## config.mk

```make
export PLATFORM = sky130hd
export DESIGN_NAME = loop_filter_pi
export DESIGN_NICKNAME = d
export VERILOG_FILES = /design/src/rtl/fog_loop_pkg.sv /design/src/rtl/sat_clamp.sv /design/src/rtl/loop_filter_pi.sv
export SDC_FILE = /design/constraint.sdc
export NUM_CORES = 1
export LEC_CHECK = 0
export CAP_MARGIN = 20
export CORE_ASPECT_RATIO = 0.75
export CORE_MARGIN = 3
export CORE_UTILIZATION = 30
export CTS_BUF_LIST = sky130_fd_sc_hd__clkbuf_8
export CTS_CLUSTER_DIAMETER = 60
export DETAILED_ROUTE_END_ITERATION = 10
export GPL_TIMING_DRIVEN = 0
export RECOVER_POWER = 50
export SLEW_MARGIN = 20
export SYNTH_ARGS = -nofsm -noshare
export SYNTH_HDL_FRONTEND = slang
export SYNTH_SLANG_ARGS = --single-unit
```

## constraint.sdc

```tcl
create_clock -name i_clk -period 3.4 [get_ports i_clk]
set_input_delay 0.51 -clock i_clk [delete_from_list [all_inputs] [get_ports i_clk]]
set_output_delay 0.51 -clock i_clk [all_outputs]
set_load 0.03 [all_outputs]
```

## src/rtl/fog_loop_pkg.sv

```systemverilog
// fog_loop_pkg: shared FSM encoding and default widths/limits for the PI loop filter
package fog_loop_pkg;
  typedef enum logic [1:0] {
    IDLE  = 2'd0,
    CALC  = 2'd1,
    INTEG = 2'd2,
    OUT   = 2'd3
  } state_t;
  localparam int DATA_W_DEF  = 32;
  localparam int SAT_LIM_DEF = 134217727;
endpackage

```

## src/rtl/sat_clamp.sv

```systemverilog
// sat_clamp: symmetric saturation of a (W+1)-bit signed sum down to W bits, with clip flag
module sat_clamp #(
  parameter int W   = 32,
  parameter int LIM = 134217727
) (
  input  logic signed [W:0]   x,
  output logic signed [W-1:0] y,
  output logic                clip
);
  localparam logic signed [W:0] hi = (W+1)'(LIM);
  localparam logic signed [W:0] lo = -hi;
  assign y    = x > hi ? hi[W-1:0] : x < lo ? lo[W-1:0] : x[W-1:0];
  assign clip = x > hi || x < lo;
endmodule

```

## src/rtl/loop_filter_pi.sv

```systemverilog
// loop_filter_pi: 4-state PI loop filter (capture, shift, integrate, output); LOOP_FILTER_PI_DBG_EN adds debug mirror ports
module loop_filter_pi
  import fog_loop_pkg::*;
#(
  parameter int DATA_W  = DATA_W_DEF,
  parameter int SAT_LIM = SAT_LIM_DEF
) (
  input  logic                     i_clk,
  input  logic                     i_rst,
  input  logic signed [DATA_W-1:0] i_err,
  input  logic                     i_sync,
  input  logic                     i_loop_en,
  input  logic [4:0]               i_kp_shift,
  input  logic [4:0]               i_ki_shift,
  input  logic signed [DATA_W-1:0] i_open_step,
  output logic signed [DATA_W-1:0] o_step,
  output logic                     o_step_vld,
  output logic                     o_sat,
  output logic                     o_ovr
`ifdef LOOP_FILTER_PI_DBG_EN
  ,
  output logic signed [DATA_W-1:0] o_p_term,
  output logic signed [DATA_W-1:0] o_i_term,
  output logic signed [DATA_W-1:0] o_integ,
  output logic [1:0]               o_cstate
`endif
);
  state_t state, nxt;
  logic sync_q, sync_edge, int_clip, clip_i, clip_s, vld_nxt, sat_nxt;
  logic signed [DATA_W-1:0] err_q, p_q, i_q, integ, integ_c, step_c, step_nxt;
  logic signed [DATA_W:0] integ_sum, step_sum;
  assign sync_edge = i_sync & ~sync_q;
  assign integ_sum = {integ[DATA_W-1], integ} + {i_q[DATA_W-1], i_q};
  assign step_sum  = {integ[DATA_W-1], integ} + {p_q[DATA_W-1], p_q};
  sat_clamp #(.W(DATA_W), .LIM(SAT_LIM)) u_integ_clamp (
    .x(integ_sum), .y(integ_c), .clip(clip_i)
  );
  sat_clamp #(.W(DATA_W), .LIM(SAT_LIM)) u_step_clamp (
    .x(step_sum), .y(step_c), .clip(clip_s)
  );
  always_ff @(posedge i_clk)
    if (i_rst) state <= IDLE;
    else state <= nxt;
  always_comb
    nxt = state == IDLE  ? (sync_edge ? CALC : IDLE) :
          state == CALC  ? INTEG :
          state == INTEG ? OUT : IDLE;
  always_comb begin
    vld_nxt  = state == OUT;
    sat_nxt  = i_loop_en & (int_clip | clip_s);
    step_nxt = i_loop_en ? step_c : i_open_step;
  end
  always_ff @(posedge i_clk)
    if (i_rst) begin
      sync_q     <= 1'b0;
      err_q      <= '0;
      p_q        <= '0;
      i_q        <= '0;
      integ      <= '0;
      int_clip   <= 1'b0;
      o_step     <= '0;
      o_step_vld <= 1'b0;
      o_sat      <= 1'b0;
      o_ovr      <= 1'b0;
    end else begin
      sync_q     <= i_sync;
      o_step_vld <= vld_nxt;
      if (sync_edge && state != IDLE) o_ovr <= 1'b1;
      if (sync_edge && state == IDLE) err_q <= i_err;
      if (state == CALC) begin
        p_q <= err_q >>> i_kp_shift;
        i_q <= err_q >>> i_ki_shift;
      end
      if (state == INTEG) begin
        integ    <= i_loop_en ? integ_c : '0;
        int_clip <= i_loop_en & clip_i;
      end
      if (state == OUT) begin
        o_step <= step_nxt;
        o_sat  <= sat_nxt;
      end
    end
`ifdef LOOP_FILTER_PI_DBG_EN
  assign o_p_term = p_q;
  assign o_i_term = i_q;
  assign o_integ  = integ;
  assign o_cstate = state;
`endif
endmodule
```

# Yosys cells after proc, flatten, opt, wreduce, memory -nomap -nowiden
# Index checks and enable logic that the tools add are counted.
[op_classes]
bitwise = 5
mux = 10
eq_ne = 3
magnitude_cmp = 4
addsub = 2
shift = 2
n_reduce_logical = 6
[op_table]
columns = ["cell", "n"]
rows = [
  ["$mux 32", 6],
  ["$add 32x32->33", 2],
  ["$gt 33x28->1 const B", 2],
  ["$lt 33x28->1 const B", 2],
  ["$sshr 32x5->32", 2],
  ["$mux 2", 3],
  ["$eq 2x2->1 const B", 2],
  ["$and 1x1->1", 3],
  ["$eq 2x1->1 const B", 1],
  ["$logic_and 1x1->1", 2],
  ["$logic_not 2->1", 1],
  ["$logic_or 1x1->1", 2],
  ["$reduce_bool 2->1", 1],
  ["$mux 1", 1],
  ["$not 1->1", 1],
  ["$or 1x1->1", 1],
]
[totals]
register_bits = 167

# Depth between registers and ports, before layout
# Gate-level depths: netlist (run 1).
[logic_depth]
ltp_word = 5
depth_mapped = 16

# Cells and area by module
# A second synthesis (run 1) with hierarchy kept.
[hier_totals]
hier_cells = 1720
area_unflattened_um2 = 14207.4
[by_module_without_submodules]
columns = ["mod", "area_each_um2", "cells_each", "n_inst", "seq_area_each_um2"]
rows = [
  ["loop_filter_pi", 13053.8, 1544, 1, 3323.2],
  ["sat_clamp", 576.8, 88, 2, 0.0],
]

# Least setup slack after synthesis (run 1)
# Ideal clock, no wire load.
[synth_path]
path_type = "register to register"
from = "register integ[0]"
to = "register integ[24]"
setup_ns = 0.137
setup_slack_ns = -0.269
path_stages_with_launch = 17
path_buffers = 2
arrival_time_ns = 3.532
path_cell_list = "dfxtp_1 > ha_1 > inv_1 > fa_1 > nor2b_1 > o211ai_1 > a21oi_1 > o21ai_0 > a211o_1 > a2111oi_2 > nand4_1 > or4_1 > o22ai_2 > nand2b_1 > buf_6 > buf_12 > o22ai_2"
[synth_between]
elab_chain_cells = 5
[synth_lines]
columns = ["item", "line_no", "source"]
rows = [
  ["start, declared", "loop_filter_pi.sv:30", "logic signed [DATA_W-1:0] err_q, p_q, i_q, integ, integ_c, step_c, step_nxt;"],
  ["start signal, assigned", "loop_filter_pi.sv:75", "integ <= i_loop_en ? integ_c : '0;"],
  ["$add 32x32->33 (*)", "loop_filter_pi.sv:33", "assign integ_sum = {integ[DATA_W-1], integ} + {i_q[DATA_W-1], i_q};"],
  ["$lt 33x28->1", "sat_clamp.sv:12", "assign y = x > hi ? hi[W-1:0] : x < lo ? lo[W-1:0] : x[W-1:0];"],
  ["$mux 32", "sat_clamp.sv:12", ""],
  ["$mux 32 (*)", "sat_clamp.sv:12", ""],
  ["$mux 32 (*)", "loop_filter_pi.sv:75", ""],
]
# Mark *: on every way between the ends. The rest lies on a longest branch, timed or not.
# A chain may end at the register's enable or synchronous reset.

# Worst setup path after layout (run 1)
[layout_path]
from = "register integ[0]"
to = "register integ[18]"
# Same word-level chain as after synthesis.

==> metrics, run 1 <==
endpoints failing hold 0; Slew Limit Fails 0; share of cells above drive strength 1 15.32%; maximum vdd drop 0.1890 mV; Yosys top cell area share 24.24%; port buffer count 105; Pre-antenna DRT Iters 7; Combinational Power Share 26.1%; Synth Flop Type dfxtp_1; NetSw 1.715 mW; Fin Setup TNS -19.30 ns; sequential share of power 43.5%; switch share 35.29%; cell taking the most area after synthesis dfxtp_1; Setup violations, final 55; RSZ-0062 raised after global routing yes; Syn Nets 1947; io pins 113; chip width 252.9 µm; WHS Endpoint o_step[14]; clock skew 0.02008 ns; GR met1 Demand/Resource 30.76%; GRT overflow 0; Clock Power Share 30.5%; critical path startpoint category flip-flop; wire length per cell 20.08 µm; hpwl dp 40680 µm; Crit Reg-Reg Startpoint integ[0]; drt first-iter violations 1446; Post-layout nets 2106; Fill cells 4652; Yosys reg bits 166; critical path arrival 4.21 ns; ys async rst share 0%; R2R Setup Slk -0.48 ns; Routed Antenna Nets 0; Req. time, crit path 3.74 ns; fin worst setup slack -0.4771 ns; Clock Latency Late Sink 0.50 ns; Inserted Diodes 0; violated checks setup timing; Seq/Total Area, Yosys 24.24%; Synth warnings 0; largest net degree at the start of global routing 17; minimum clock period 3.877 ns; Hold Path Depth 2; synthesized area 13710 µm²; vias 14552; P per Cell Area 286.8 nW/µm²; Post-synth EDFFs 0; M2 GR Usage 30.95%; total CTS buffers 17; DP Area 15560 µm²; Pint 3.144 mW; fmax 257.9 MHz; outcome finished with violations; Final period util 114.0%; clk buf depth 2; Routed WL 51360 µm; Hold Path Origin o_step[14]; number of cells on the worst reg-to-reg path 17; Die ar. 48330 µm²; CTS HTree Levels 4; CTS tree built; Core Rows 67; fin cells 2557; hold buffers post-CTS 0; DP Worst Slack -1.053 ns; Reg-to-Reg End integ[18]; Slew headroom 35.21%; Worst Max-Slew Pin Slew 0.9719 ns; initial antenna violation count 1; P&R area growth vs syn 23.59%; vias per cell 5.691; GRT busiest layer met2; gr usage total 20.72%; routability cong. 0.9763; post-synthesis cell type count 93; Initial Utilization 30.51%; grt met3 use 3.428%; post-route cell area 16950 µm²; Cells after Synth 1799; clock sink count 166; placed insts 2490; leakage 6.662 nW; Reg clk slew, reported paths 0.10 ns; Avg Inst Size Synth 7.621 µm²; CP Class reg2reg; HP Class reg2reg; top post-synthesis cells by area dfxtp_1 (24%), nand2_1 (6.7%), a21oi_1 (6.5%); DRC 0; die height 191.1 µm; crit path capture type flip-flop; max-cap viol count 0; first-pass GRT wire length 78320 µm; root buf cell clkbuf_8; Core Area 44930 µm²; vias in the first global route 13665; Critical Path Fanout Max 8
-- cell type report --
| type | count | area (µm²) | share of cell area (%) |
|---|---|---|---|
| multi-input combinational | 1465 | 10350 | 61.06 |
| sequential | 166 | 3372 | 19.90 |
| timing repair buffer | 151 | 1456 | 8.595 |
| tap | 586 | 733.2 | 4.327 |
| buffer | 129 | 543.0 | 3.205 |
| clock buffer | 18 | 247.7 | 1.462 |
| clock inverter | 14 | 140.1 | 0.8270 |
| inverter | 28 | 105.1 | 0.6202 |
-- logic make-up after synthesis --
kind of cell / synth area share (%)
compound gates: 29.60
xor+xnor: 2.683
mux: 11.61
buf+inv: 4.919
flops: 24.24
fa+ha+maj: 6.498
simple gates: 20.46
-- power groups by stage --
stage | registers (mW) | logic, mW | clock network [mW]
finish | 2.11 | 1.27 | 1.48
global placement | 2.16 | 1.17 | 0
floorplan | 2.11 | 0.811 | 0
detailed placement | 2.16 | 1.17 | 0
global route | 2.12 | 1.37 | 1.58
CTS | 2.11 | 1.21 | 1.50
-- layout by cell type (no fill, tap or decap), types with 44 or more instances in the layout --
master	netlist	routed
clkbuf_1	121	103
mux2i_1	78	78
dfxtp_1	166	141
nor2_1	172	166
a21oi_1	179	166
nand2_1	246	243
o21ai_0	112	98
clkdlybuf4s50_1	0	70
ha_1	68	59
a211oi_1	50	44
-- state kept, by name (all words and copies together) (netlist names) --
name,cells
integ,32
state,2
p_q,32
int_clip,1
err_q,32
o_step,32
i_q,31
o_sat,1
o_ovr,1
o_step_vld,1
sync_q,1
-- synth_stat cells, drive strengths merged, types with 6 or more instances --
cell type and number:
clkbuf 121, or3 7, and2 17, mux4 28, nor2 172, o21a 34, nand2b 21, mux2i 78
o211ai 31, or2 6, a31oi 18, xnor2 23, nand4 24, dfxtp 166, a21o 43, or4 6
nand2 246, and3 14, buf 19, nor3 25, o21ai 136, nand3 25, o22ai 47, nor2b 14
nor4 6, a211o 7, ha 68, inv 27, a21oi 181, nor3b 7, xor2 19, a211oi 52
mux2 16, o31a 7
-- worst max path at each step --
stage | startpoint | end | slack (ns)
after floorplan | integ[0] | o_step[13] | -0.10
after global placement | integ[7] | integ[7] | -1.06
after detailed placement | integ[7] | integ[6] | -1.05
after CTS | integ[0] | o_step[26] | -0.45
after global routing | integ[0] | integ[24] | -0.57
final | integ[0] | integ[18] | -0.48
-- repair_timing --
action	CTS	global route
gates resized for setup	111	79
setup endpoints to repair	61	66
gates cloned	0	1
buffers inserted	33	12
pin swaps	24	41
-- metal layers --
metal | wire length [µm] | share of wire [%]
met3 | 3847 | 7.5
met5 | 0 | 0
met2 | 21750 | 42
met1 | 24730 | 48
met4 | 1028 | 2.0
-- metrics by stage --
step                hold WS, ns  util, %  total power [mW]
finish                   0.4558    37.71             4.859
global route             0.4754    37.71             5.067
CTS                      0.4563    36.93             4.818
detailed placement       0.4436    34.64             3.329
global placement         0.4339    34.64             3.322
floorplan                0.4448        -             2.922
-- worst max-delay path, stage by stage, from the launching register on --
cell and delay, ns:
dfxtp_4 0.38, buf_6 0.12, ha_4 0.15, inv_2 0.05
fa_2 0.22, nor2b_4 0.05, o211ai_1 0.23, a21oi_2 0.14
buf_4 0.15, or4_4 0.48, a21o_1 0.21, a2111oi_4 0.35
nand4_1 0.13, or4_4 0.46, o22ai_4 0.16, nand2b_4 0.20
buf_12 0.13, o22ai_1 0.09
Note: power is estimated with default switching activity, not from simulation.
==> inputs of run 2 (changes only) <==
--- a/config.mk
+++ b/config.mk
@@ -14,6 +14,7 @@
 export DETAILED_ROUTE_END_ITERATION = 10
 export GPL_TIMING_DRIVEN = 0
 export RECOVER_POWER = 50
+export SETUP_SLACK_MARGIN = 0.02
 export SLEW_MARGIN = 20
 export SYNTH_ARGS = -nofsm -noshare
 export SYNTH_HDL_FRONTEND = slang
==> run 2 against run 1 <==
Net effect:
- the flow still finishes with violations (setup timing)
- first-iteration DRC count shrank 4.1%
- register-to-register slack lost 0.05 ns
- count of clock-buffer cells in the layout unchanged
- maximum frequency down 1.3%
- critical endpoint is now integ[9]
- largest power group unchanged
- core utilization is 0.46 points higher
- combinational power hardly changed
- sequential cell count unchanged
- sequential power is essentially flat
- total power increased by 2.5%
- non-clock buffer count shrank 5
- setup slack worse by 0.050 ns
- sequential share of layout area fell by 0.19 points
==> metrics, run 2 (synthesis results as in run 1) <==
wire length per cell 20.47 µm (+1.9%); Setup violations, final 55 (unchanged); WHS Endpoint o_step[16]; area of the multi-input gates 10470 µm² (+1.1%); Initial Utilization 30.51% (unchanged); hold buffers post-CTS 0 (unchanged); Post-layout nets 2101 (-0.24%); maximum vdd drop 0.2326 mV (+23%); Reg clk slew, reported paths 0.10 ns (about the same); critical path startpoint category flip-flop; leakage 6.684 nW (+0.34%); chip width 252.9 µm (unchanged); Slew Limit Fails 0 (unchanged); placed insts 2490 (unchanged); P per Cell Area 290.5 nW/µm² (+1.3%); port buffer count 105 (unchanged); Routed Antenna Nets 0 (unchanged); routability cong. 0.9609 (-1.6%); Worst Max-Slew Pin Slew 1.061 ns (+0.08869 ns); vias 14713 (+1.1%); clock sink count 166 (unchanged); root buf cell clkbuf_8; Slew headroom 29.30% (-5.9 points); Core Area 44930 µm² (unchanged); Combinational Power Share 25.8% (-0.3 points); Fill cells 4697 (+0.97%); most frequent cells in the layout nand2_1 (243), nor2_1 (167), a21oi_1 (163); R2R Setup Slk -0.53 ns (-0.05 ns); Critical Path Fanout Max 6 (-2); Core Rows 67 (unchanged); CP Class reg2reg; HP Class reg2reg; Req. time, crit path 3.77 ns (+0.03 ns); clock skew 0.01488 ns (-0.005196 ns); share of cells above drive strength 1 15.56% (+0.24 points); Clock Power Share 31.8% (+1.3 points); Clock Latency Late Sink 0.52 ns (+0.02 ns); largest net degree at the start of global routing 17 (unchanged); Inserted Diodes 0 (unchanged); post-route cell area 17150 µm² (+1.2%); endpoints failing hold 0 (unchanged); CTS tree built; io pins 113 (unchanged); outcome finished with violations; RSZ-0062 raised after global routing yes; NetSw 1.694 mW (-1.3%); Pre-antenna DRT Iters 6 (-1); clk buf depth 2 (unchanged); crit path capture type flip-flop; gr usage total 21.11% (+0.40 points); Reg area 3381 µm² (+0.26%); GRT overflow 0 (unchanged); Pint 3.290 mW (+4.6%); die height 191.1 µm (unchanged); DP Area 15560 µm² (unchanged); drt first-iter violations 1386 (-4.1%); sequential share of power 42.4% (-1.1 points); Die ar. 48330 µm² (unchanged); number of cells on the worst reg-to-reg path 17 (unchanged); Hold Path Origin o_step[16]; final core utilization 38.17% (+0.46 points); minimum clock period 3.927 ns (+0.04981 ns); P&R area growth vs syn 25.10%; Crit Reg-Reg Startpoint integ[0]; critical path arrival 4.30 ns (+0.09 ns); Hold Slack 0.4462 ns (-0.009531 ns); max-cap viol count 0 (unchanged); vias per cell 5.765 (+1.3%); switch share 33.98% (-1.3 points); fin worst setup slack -0.5269 ns (-0.04982 ns); overall power 4.983 mW (+2.5%); DRC 0 (unchanged); Hold Path Depth 2 (unchanged); violated checks setup timing; initial antenna violation count 0 (-1); fmax 254.7 MHz (-1.3%); Routed WL 52240 µm (+1.7%); CTS HTree Levels 4 (unchanged); Final period util 115.5% (+1.5 points); vias in the first global route 13816 (+1.1%); first-pass GRT wire length 79290 µm (+1.3%); total CTS buffers 17 (unchanged); hpwl dp 40960 µm (+0.68%); fin cells 2552 (-0.20%); Reg-to-Reg End integ[9]; most common cell after layout, fill and taps aside nand2_1
[run 2: layout make-up]
| type | instances | share of cell area, % |
|---|---|---|
| sequential | 166 | 19.71 |
| clock inverter | 14 | 1.021 |
| inverter | 28 | 0.6128 |
| multi-input combinational | 1465 | 61.02 |
| tap | 586 | 4.275 |
| timing repair buffer | 150 | 8.586 |
| buffer | 125 | 3.327 |
| clock buffer | 18 | 1.444 |
[run 2: metrics by stage]
step / setup WS (ns) / setup TNS, ns
floorplan: -0.1044 / -0.7595
global placement: -1.043 / -42.04
detailed placement: -1.001 / -42.67
CTS: -0.3964 / -14.94
global route: -0.5506 / -25.62
finish: -0.5269 / -22.31
[run 2: worst max path at each step]
stage / startpoint / endpoint / slack [ns] / cells after the start
2_1_floorplan: integ[0] / o_step[13] / -0.10 / 15
3_3_place_gp: integ[7] / integ[6] / -1.04 / 14
3_5_place_dp: integ[7] / integ[9] / -1.00 / 14
4_1_cts: integ[0] / o_step[24] / -0.40 / 16
5_1_grt: integ[0] / integ[8] / -0.55 / 17
6_report: integ[0] / integ[9] / -0.53 / 17
[run 2: per-layer routing]
metal | wire length, µm | track usage [%] | vias to the layer above
met1 | 24750 | 30.72 | 7125
met5 | 0 | 0 | -
met2 | 22010 | 31.57 | 582
li1 | - | - | 6937
met4 | 987 | 5.230 | 0
met3 | 4485 | 4.461 | 69
[run 2: what timing repair did]
action / in CTS / in global routing
resized for setup: 144 / 85
pin swaps: 29 / 37
cloned: 2 / 1
endpoints found under the setup margin: 66 / 66
setup buffers: 28 / 15
[run 2: power by group through the flow]
stage	clock, mW	sequential, mW	combinational (mW)
2_1_floorplan	0	2.11	0.812
3_3_place_gp	0	2.16	1.17
3_5_place_dp	0	2.16	1.17
4_1_cts	1.61	2.11	1.22
5_1_grt	1.67	2.12	1.40
6_report	1.59	2.11	1.29
[run 2: worst max-delay path, stage by stage (launching register included)]
cell and delay, ns:
dfxtp_4 0.40, buf_4 0.12, ha_4 0.13, inv_2 0.04, fa_2 0.37, nor2b_4 0.16
o211ai_1 0.14, a21oi_2 0.34, o21ai_1 0.10, a211o_1 0.35, a2111oi_4 0.38, nand4_1 0.14
or4_4 0.46, o22ai_4 0.15, nand2b_4 0.19, buf_6 0.11, buf_12 0.11, o22ai_2 0.07
==> inputs of run 3 (changes only) <==
--- a/config.mk
+++ b/config.mk
@@ -14,7 +14,8 @@
 export DETAILED_ROUTE_END_ITERATION = 10
 export GPL_TIMING_DRIVEN = 0
 export RECOVER_POWER = 50
-export SETUP_SLACK_MARGIN = 0.02
+export SETUP_SLACK_MARGIN = 0.05
+export SKIP_CTS_REPAIR_TIMING = 1
 export SLEW_MARGIN = 20
 export SYNTH_ARGS = -nofsm -noshare
 export SYNTH_HDL_FRONTEND = slang
==> run 3 against run 2 <==
Net effect:
- the run still ends with setup timing left
- count of clock-buffer cells in the layout unchanged
- global-route usage down 0.47 points
- clock power up 3%
- non-clock buffer count up 1
- sequential share of layout area up 0.11 points
- register-to-register slack worse by 0.14 ns
- critical path type unchanged
- largest power group unchanged
- highest routed layer unchanged
==> metrics, run 3 (synthesis results as in run 1) <==
gr usage total 20.64% (-0.47 points); Req. time, crit path 3.76 ns (about the same); first-pass GRT wire length 77600 µm (-2.1%); initial antenna violation count 0 (unchanged); drt first-iter violations 1505 (+8.6%); port buffer count 105 (unchanged); Core Area 44930 µm² (unchanged); Initial Utilization 30.51% (unchanged); maximum vdd drop 0.1608 mV (-31%); Critical Path Fanout Max 10 (+4); Slew Limit Fails 0 (unchanged); chip width 252.9 µm (unchanged); max-cap viol count 0 (unchanged); CTS tree built; Core Rows 67 (unchanged); endpoints failing hold 0 (unchanged); Routed WL 51680 µm (-1.1%); DRC 0 (unchanged); critical path arrival 4.42 ns (+0.12 ns); Slew headroom 35.86% (+6.6 points); Inserted Diodes 0 (unchanged); Fin Setup TNS -28.99 ns (-6.684 ns); GRT overflow 0 (unchanged); die height 191.1 µm (unchanged); most frequent cells in the layout nand2_1 (243), a21oi_1 (169), nor2_1 (168); fin worst setup slack -0.6626 ns (-0.1357 ns); Routed Antenna Nets 0 (unchanged); CTS HTree Levels 4 (unchanged); Die ar. 48330 µm² (unchanged); HP Class reg2reg; overall power 4.999 mW (+0.32%); Post-layout nets 2102 (+0.048%); share of cells above drive strength 1 14.39% (-1.2 points); vias 14607 (-0.72%); fin cells 2553 (+0.039%); leakage 6.680 nW (about the same); fmax 246.1 MHz (-3.3%); final core utilization 37.71% (-0.46 points); root buf cell clkbuf_8; Clock Latency Late Sink 0.51 ns (about the same); clk buf depth 2 (unchanged); outcome finished with violations; violated checks setup timing; vias in the first global route 13352 (-3.4%); placed insts 2490 (unchanged); CP Class reg2reg; crit path capture type flip-flop; Reg clk slew, reported paths 0.10 ns (about the same); total CTS buffers 17 (unchanged); critical path startpoint category flip-flop; minimum clock period 4.063 ns (+0.1357 ns); Pre-antenna DRT Iters 7 (+1); Fill cells 4645 (-1.1%); Hold Slack 0.4510 ns (+0.004785 ns); clock sink count 166 (unchanged); routability cong. 0.9537 (-0.75%); vias per cell 5.722 (-0.76%); io pins 113 (unchanged); P&R area growth vs syn 23.60%; Setup violations, final 55 (unchanged); largest net degree at the start of global routing 17 (unchanged); wire length per cell 20.24 µm (-1.1%); P per Cell Area 295.0 nW/µm² (+1.5%); hpwl dp 41040 µm (+0.19%); most common cell after layout, fill and taps aside nand2_1; RSZ-0062 raised after global routing yes; Worst Max-Slew Pin Slew 0.9621 ns (-0.09850 ns); clock skew 0.01994 ns (+0.005060 ns); Final period util 119.5% (+4.0 points)
## run 3: path summary, 6_finish.rpt
check                           depth (start not counted)       start  slack (ns)    endpoint
worst max register to register                         17    integ[1]       -0.66   integ[24]
worst min register to register                          2  o_step[22]        0.45  o_step[22]
worst max-delay path                                   17    integ[1]       -0.66   integ[24]
worst min-delay path                                    2  o_step[22]        0.45  o_step[22]
## run 3: power breakdown
group          switching, mW  internal, mW
combinational          0.748         0.509
clock                  0.872         0.756
sequential            0.0999          2.01
## run 3: per-stage QoR
stage | worst slack (ns) | area (µm²)
after global placement | -1.087 | 15560
after floorplan | -0.1044 | 13780
after CTS | -1.091 | 15990
after detailed placement | -1.052 | 15560
final | -0.6626 | 16950
after global routing | -0.7231 | 16950
## run 3: routing by layer
layer / vias up / routed length, µm / track usage, %
met4: 0 / 814 / 5.253
li1: 6936 / - / -
met5: - / 0 / 0
met3: 48 / 3970 / 4.026
met2: 517 / 21970 / 30.58
met1: 7106 / 24920 / 30.41
## run 3: cell type report
type / count / area (µm²) / area share, %
Clock inverter: 14 / 173.9 / 1.026
Inverter: 28 / 108.9 / 0.6423
Multi-Input combinational cell: 1465 / 10340 / 61.01
Timing Repair Buffer: 145 / 1405 / 8.291
Sequential cell: 166 / 3359 / 19.82
Tap cell: 586 / 733.2 / 4.327
Buffer: 131 / 579.3 / 3.418
Clock buffer: 18 / 247.7 / 1.462
## run 3: critical path: stages (launching register included)
cell and delay, ns:
dfxtp_4 0.41, clkinvlp_4 0.12, buf_6 0.13, fa_2 0.39, nor2b_4 0.16, o211ai_1 0.14, a21oi_2 0.30, buf_4 0.18
o221a_2 0.18, o21ai_1 0.10, a2111oi_4 0.41, nand4_1 0.16, or4_4 0.47, o22ai_4 0.21, nand2b_4 0.18, buf_8 0.14
buf_12 0.15, o22ai_2 0.07
